==> src/rtl/sm_regdump_if.sv <==
`default_nettype none
// ============================================================================
// Module   : sm_regdump_if
// Brief    : Bundle of the register-dump engine's control, debug-read and
//            byte-stream signals. The master side is the dump engine.
// Revision : 1.0 - initial release
// ============================================================================
interface sm_regdump_if;
    logic        start;      // frame request
    logic        mode_cont;  // back-to-back frames when set
    logic [3:0]  regAddr;    // debug read address
    logic [31:0] regData;    // debug read data, combinational from regAddr
    logic [7:0]  tx_data;    // byte toward the sink
    logic        tx_valid;   // tx_data is valid
    logic        tx_ready;   // sink accepts the byte
    logic        busy;       // frame in progress
    logic        done;       // end-of-frame pulse

    modport master (
        input  start, mode_cont, regData, tx_ready,
        output regAddr, tx_data, tx_valid, busy, done
    );

    modport slave (
        output start, mode_cont, regData, tx_ready,
        input  regAddr, tx_data, tx_valid, busy, done
    );
endinterface
`default_nettype wire

==> src/rtl/sm_regdump.sv <==
`default_nettype none
// ============================================================================
// Module   : sm_regdump
// Brief    : Walks r0..r(NUM_REGS-1) through the debug read port and streams
//            a frame (header, register bytes MSB-first, XOR checksum) over a
//            valid/ready byte interface. All outputs are registered.
// Revision : 1.0 - initial release
// ============================================================================
module sm_regdump #(
    parameter int         NUM_REGS = 16,
    parameter logic [7:0] HEADER   = 8'hA5
) (
    input  logic          clk,
    input  logic          rst_p,
    sm_regdump_if.master  bus
);

    localparam logic [2:0] S_IDLE  = 3'd0;
    localparam logic [2:0] S_HDR   = 3'd1;
    localparam logic [2:0] S_SETUP = 3'd2;
    localparam logic [2:0] S_SEND  = 3'd3;
    localparam logic [2:0] S_CHK   = 3'd4;
    localparam logic [2:0] S_DONE  = 3'd5;

    localparam logic [3:0] c_LAST_IDX = 4'(NUM_REGS - 1);

    logic [2:0]  r_state,    w_state_nxt;
    logic [3:0]  r_addr,     w_addr_nxt;
    logic [3:0]  r_index,    w_index_nxt;
    logic [1:0]  r_bcnt,     w_bcnt_nxt;
    logic [7:0]  r_csum,     w_csum_nxt;
    logic [23:0] r_shift,    w_shift_nxt;   // low three bytes still to send
    logic [7:0]  r_tx_data,  w_tx_data_nxt;
    logic        r_tx_valid, w_tx_valid_nxt;
    logic        r_busy,     w_busy_nxt;
    logic        r_done,     w_done_nxt;
    logic        w_launch;
    logic        w_xfer;

    assign w_xfer = r_tx_valid & bus.tx_ready;

    // Next-state and output computation; every register holds by default.
    always_comb begin
        w_state_nxt    = r_state;
        w_addr_nxt     = r_addr;
        w_index_nxt    = r_index;
        w_bcnt_nxt     = r_bcnt;
        w_csum_nxt     = r_csum;
        w_shift_nxt    = r_shift;
        w_tx_data_nxt  = r_tx_data;
        w_tx_valid_nxt = r_tx_valid;
        w_busy_nxt     = r_busy;
        w_done_nxt     = 1'b0;
        w_launch       = 1'b0;

        case (r_state)
            S_IDLE: begin
                if (bus.start) w_launch = 1'b1;
            end
            S_HDR: begin
                // Header goes out unchecksummed.
                if (w_xfer) begin
                    w_state_nxt    = S_SETUP;
                    w_tx_valid_nxt = 1'b0;
                end
            end
            S_SETUP: begin
                // regAddr has been stable all cycle; capture the word now.
                w_shift_nxt    = bus.regData[23:0];
                w_tx_data_nxt  = bus.regData[31:24];
                w_tx_valid_nxt = 1'b1;
                w_bcnt_nxt     = 2'd0;
                w_state_nxt    = S_SEND;
            end
            S_SEND: begin
                if (w_xfer) begin
                    w_csum_nxt = r_csum ^ r_tx_data;
                    if (r_bcnt == 2'd3) begin
                        if (r_index == c_LAST_IDX) begin
                            w_state_nxt   = S_CHK;
                            w_tx_data_nxt = r_csum ^ r_tx_data;
                        end else begin
                            w_index_nxt    = r_index + 4'd1;
                            w_addr_nxt     = r_index + 4'd1;
                            w_tx_valid_nxt = 1'b0;
                            w_state_nxt    = S_SETUP;
                        end
                    end else begin
                        w_bcnt_nxt    = r_bcnt + 2'd1;
                        w_tx_data_nxt = r_shift[23:16];
                        w_shift_nxt   = {r_shift[15:0], 8'h00};
                    end
                end
            end
            S_CHK: begin
                if (w_xfer) begin
                    w_state_nxt    = S_DONE;
                    w_tx_valid_nxt = 1'b0;
                    w_busy_nxt     = 1'b0;
                    w_done_nxt     = 1'b1;
                end
            end
            S_DONE: begin
                if (bus.mode_cont) w_launch = 1'b1;
                else               w_state_nxt = S_IDLE;
            end
            default: begin
                w_state_nxt = S_IDLE;
            end
        endcase

        // A new frame from IDLE or a continuous restart from DONE is identical.
        if (w_launch) begin
            w_state_nxt    = S_HDR;
            w_tx_data_nxt  = HEADER;
            w_tx_valid_nxt = 1'b1;
            w_busy_nxt     = 1'b1;
            w_index_nxt    = 4'd0;
            w_addr_nxt     = 4'd0;
            w_csum_nxt     = 8'h00;
        end
    end

    // State and output registers with synchronous reset that abandons any frame.
    always_ff @(posedge clk) begin
        if (rst_p) begin
            r_state    <= S_IDLE;
            r_addr     <= 4'd0;
            r_index    <= 4'd0;
            r_bcnt     <= 2'd0;
            r_csum     <= 8'h00;
            r_shift    <= 24'h0;
            r_tx_data  <= 8'h00;
            r_tx_valid <= 1'b0;
            r_busy     <= 1'b0;
            r_done     <= 1'b0;
        end else begin
            r_state    <= w_state_nxt;
            r_addr     <= w_addr_nxt;
            r_index    <= w_index_nxt;
            r_bcnt     <= w_bcnt_nxt;
            r_csum     <= w_csum_nxt;
            r_shift    <= w_shift_nxt;
            r_tx_data  <= w_tx_data_nxt;
            r_tx_valid <= w_tx_valid_nxt;
            r_busy     <= w_busy_nxt;
            r_done     <= w_done_nxt;
        end
    end

    assign bus.regAddr  = r_addr;
    assign bus.tx_data  = r_tx_data;
    assign bus.tx_valid = r_tx_valid;
    assign bus.busy     = r_busy;
    assign bus.done     = r_done;

endmodule
`default_nettype wire

==> src/flat_wrapper.sv <==
// flat-port wrapper written by rule: the top's interface ports become plain ports
module sm_regdump_flat 
#(
    parameter int         NUM_REGS = 16,
    parameter logic [7:0] HEADER   = 8'hA5
)
  (clk, rst_p, bus_start, bus_mode_cont, bus_regData, bus_tx_ready, bus_regAddr, bus_tx_data, bus_tx_valid, bus_busy, bus_done);
  sm_regdump_if bus_i ();
  input  logic clk;
  input  logic rst_p;
  input wire logic [$bits(bus_i.start)-1:0] bus_start;
  input wire logic [$bits(bus_i.mode_cont)-1:0] bus_mode_cont;
  input wire logic [$bits(bus_i.regData)-1:0] bus_regData;
  input wire logic [$bits(bus_i.tx_ready)-1:0] bus_tx_ready;
  output wire logic [$bits(bus_i.regAddr)-1:0] bus_regAddr;
  output wire logic [$bits(bus_i.tx_data)-1:0] bus_tx_data;
  output wire logic [$bits(bus_i.tx_valid)-1:0] bus_tx_valid;
  output wire logic [$bits(bus_i.busy)-1:0] bus_busy;
  output wire logic [$bits(bus_i.done)-1:0] bus_done;
  assign bus_i.start = bus_start;
  assign bus_i.mode_cont = bus_mode_cont;
  assign bus_i.regData = bus_regData;
  assign bus_i.tx_ready = bus_tx_ready;
  assign bus_regAddr = bus_i.regAddr;
  assign bus_tx_data = bus_i.tx_data;
  assign bus_tx_valid = bus_i.tx_valid;
  assign bus_busy = bus_i.busy;
  assign bus_done = bus_i.done;
  sm_regdump #(.NUM_REGS(NUM_REGS), .HEADER(HEADER)) u_core (.clk(clk), .rst_p(rst_p), .bus(bus_i));
endmodule
==> config.mk <==
export PLATFORM = sky130hd
export DESIGN_NAME = sm_regdump_flat
export DESIGN_NICKNAME = d
export VERILOG_FILES = /design/src/rtl/sm_regdump_if.sv /design/src/rtl/sm_regdump.sv /design/src/flat_wrapper.sv
export SDC_FILE = /design/constraint.sdc
export NUM_CORES = 1
export LEC_CHECK = 0
export BUFFER_PORTS_ARGS = -buffer_cell sky130_fd_sc_hd__buf_4
export CORE_ASPECT_RATIO = 0.75
export CORE_MARGIN = 2
export CORE_UTILIZATION = 49
export DETAILED_ROUTE_END_ITERATION = 7
export HOLD_SLACK_MARGIN = 0.12
export PLACE_DENSITY = 0.8
export SLEW_MARGIN = 25
export SYNTH_ARGS = -nofsm -noshare
export SYNTH_HDL_FRONTEND = slang
export SYNTH_SLANG_ARGS = --single-unit
==> constraint.sdc <==
create_clock -name clk -period 1.4 [get_ports clk]
set_input_delay 0.14 -clock clk [delete_from_list [all_inputs] [get_ports clk]]
set_output_delay 0.14 -clock clk [all_outputs]
set_load 0.01 [all_outputs]
==> metrics.txt <==
max incr delay on CP=0.35 ns; Post-Synth Adder-Cell Area=0.0103; max cap viols=0; sw frac=0.260; worst path required time=1.58 ns; reg-to-reg startpoint=u_core.r_bcnt[0]; startpoint types=flip-flop; distinct cell type count after synthesis=42; Psw=738 uW; largest net degree at the start of global routing=35; Synth Net Count=326; nets=422; Num Clock Sinks=52; r2r endpoint=u_core.r_shift[13]; clock power share=0.304; P per Cell Area=790 mW/mm^2; DRC violation total after the first TritonRoute iteration=199; Pleak=0.00142 uW; CP Capture Type=flip-flop; root buf cell=clkbuf_8; Area Growth Syn to Fin=47.5%; global route overflow=0; Hold Path Class=in -> reg; Worst IR Drop VDD=0.000693 V; clock latency on the worst-skew pair=0.31 ns; register share of total power=0.544; Synth Area in XOR/XNOR=0.0611; internal power=2100 uW; Yosys warnings=0; clk slew on worst S/H paths=0.09 ns; Setup Skew=0.00915 ns; Yosys reg bits=52; Worst-Margin Slew=0.430 ns; Detailed Routing Iterations Pass 1=4; sequential area share after synthesis=0.427; commonest non-fill, non-tap cell in the layout=buf_4; fill count=321; routed vias=2,502; Max clock buf depth=2; first-pass GRT wire length=10,300 um; Synth Area in Compound Gates=0.215; Synth Instances=287; starting density of the core=0.503; main combinational cell family by area after synthesis=simple AND/OR/NAND/NOR gates; chip width=85.4 um; fin crit share=1.11; Post-synth EDFFs=0; endpoints failing setup=33; RD Place Congestion=0.860; Antenna Diode Count=0; Avg WL per Cell=16.5 um; Main synth FF type=dfxtp_1; Synth async-reset ratio=0; worst r2r path cells=7; HPWL after detailed placement=4180 um; failing checks=setup timing; worst-path maximum fanout=8; H-Tree Depth=2; gr usage total=0.232; Setup CP Type=reg -> reg; Simple-Gate Fraction of Synth Area=0.230; Mean Syn Cell Area=8.49 um^2; CP dominant cell by count=buf_6; final WL=7320 um; min cycle time layout=1.55 ns; fin util=0.742; Final Hold Slack=0.119 ns; R2R Setup Slk=-0.15 ns; RSZ-0062 raised after global routing=true; most frequent cells in the layout=buf_4, nor2_1, dfxtp_1; crit-path cells=ha_4 -> nand3b_1 -> a21oi_4 -> buf_6 -> clkbuf_16 -> buf_6 -> a311oi_1; worst hold endpoint=u_core.r_shift[12]; post-DR vias/cell=5.64; num ports=52; DIE HEIGHT=65.1 um; CP max stage cell=dfxtp_2; hold depth=3; HP Start=bus_regData[12]; vias in the first global route=2,268; final worst slack=-0.150 ns; die area=0.00556 mm^2; mux cell area share after synthesis=0.00822; Core Box Area=0.00484 mm^2; Arr. time, crit path=1.73 ns; CTS tree=built; PortBufs=51; # rows=22; max-slew violations=0; DRC viols=0; Comb pwr share=0.152; fmax=645 MHz; Routed Antenna Nets=0; outcome=finished with violations; share of cells above drive strength 1=0.344; relative slew slack=0.712; Final Hold Viols=0; Cell Area, Synth=0.00244 mm^2; initial antenna violation count=0; CTS buffer count=5
-- sequential cells by signal (all words and copies together), names as in the netlist --
register             flops
u_core.bus.busy          1
u_core.bus.done          1
u_core.bus.regAddr       4
u_core.bus.tx_data       8
u_core.bus.tx_valid      1
u_core.r_bcnt            2
u_core.r_csum            8
u_core.r_shift          24
u_core.r_state           3
-- routing by layer --
metal / share of wire / track usage
met4: 0.016 / 0.0417
met2: 0.49 / 0.375
met5: 0 / 0
met1: 0.44 / 0.325
met3: 0.054 / 0.0433
-- synthesized netlist by cell type, types with 3 or more instances --
library cell  count  area share
dfxtp_1          52        0.43
nor2_1           47       0.072
nand2_1          35       0.054
a311oi_1         16       0.058
a21oi_1          14       0.029
a211oi_1         13       0.040
a22oi_1          10       0.031
clkbuf_1         10       0.015
nand3_1           9       0.018
nor3_1            9       0.018
xor2_1            9       0.032
buf_2             8       0.016
xnor2_1           8       0.029
o21ai_0           6       0.012
a21oi_2           3       0.011
buf_4             3      0.0092
or3_1             3      0.0077
-- cell type report --
type,instances,area (um^2),share of cell area
timing repair buffer,110,953,0.265
clock buffer,6,72.6,0.0202
tap,60,75.1,0.0209
sequential,52,1060,0.294
inverter,2,7.51,0.00209
multi-input combinational,212,1410,0.393
clock inverter,2,16.3,0.00453
-- metrics by stage --
step / setup TNS (ns) / setup WS (ns) / cell area [um^2] / instances / total power [uW]
4_1_cts: -0.451 / -0.0598 / 3430 / 435 / 2790
6_report: -2.28 / -0.150 / 3590 / 444 / 2840
3_5_place_dp: -4.49 / -0.214 / 3100 / 407 / 1900
2_1_floorplan: 0 / 0.000599 / 2500 / 287 / 1730
3_3_place_gp: -2.20 / -0.119 / 3100 / 407 / 1900
5_1_grt: -4.54 / -0.207 / 3590 / 444 / 2950
-- power by group through the flow --
stage               logic [uW]  registers, uW  clock network, uW
finish                     432           1540                863
CTS                        377           1550                865
detailed placement         326           1580                  0
floorplan                  151           1580                  0
global route               458           1550                946
global placement           320           1580                  0
-- how the worst max path moves through the flow --
stage | cells after the start | from | slack, ns | to
2_1_floorplan | 5 | u_core.bus.tx_valid | 0.0006 | u_core.r_state[1]
3_3_place_gp | 5 | u_core.r_state[0] | -0.12 | u_core.r_bcnt[1]
3_5_place_dp | 5 | u_core.r_state[0] | -0.21 | u_core.r_bcnt[1]
4_1_cts | 6 | u_core.r_bcnt[1] | -0.06 | u_core.r_shift[9]
5_1_grt | 6 | u_core.r_bcnt[0] | -0.21 | u_core.r_shift[18]
6_report | 7 | u_core.r_bcnt[0] | -0.15 | u_core.r_shift[13]
-- critical path: cells and delay by family (launching register included) --
family / cells / cell delay (ns)
fa+ha+maj: 1 / 0.17
simple gates: 1 / 0.22
buf+inv: 3 / 0.38
flops: 1 / 0.35
compound gates: 2 / 0.30
-- what timing repair did --
item,4_1_cts,5_1_grt
pin swaps,0,10
cloned,0,3
setup buffers,0,6
setup endpoints to repair,48,48
resized for setup,12,20
hold buffers,20,0
hold endpoints to repair,20,0
-- logic make-up (layout without fill, tap and decap cells) --
kind of cell,count (synthesis),count (layout)
fa+ha+maj,2,2
compound gates,72,72
flops,52,52
mux,2,2
xor+xnor,17,17
buf+inv,24,120
simple gates,118,119
Power figures use the tool's default switching activity.
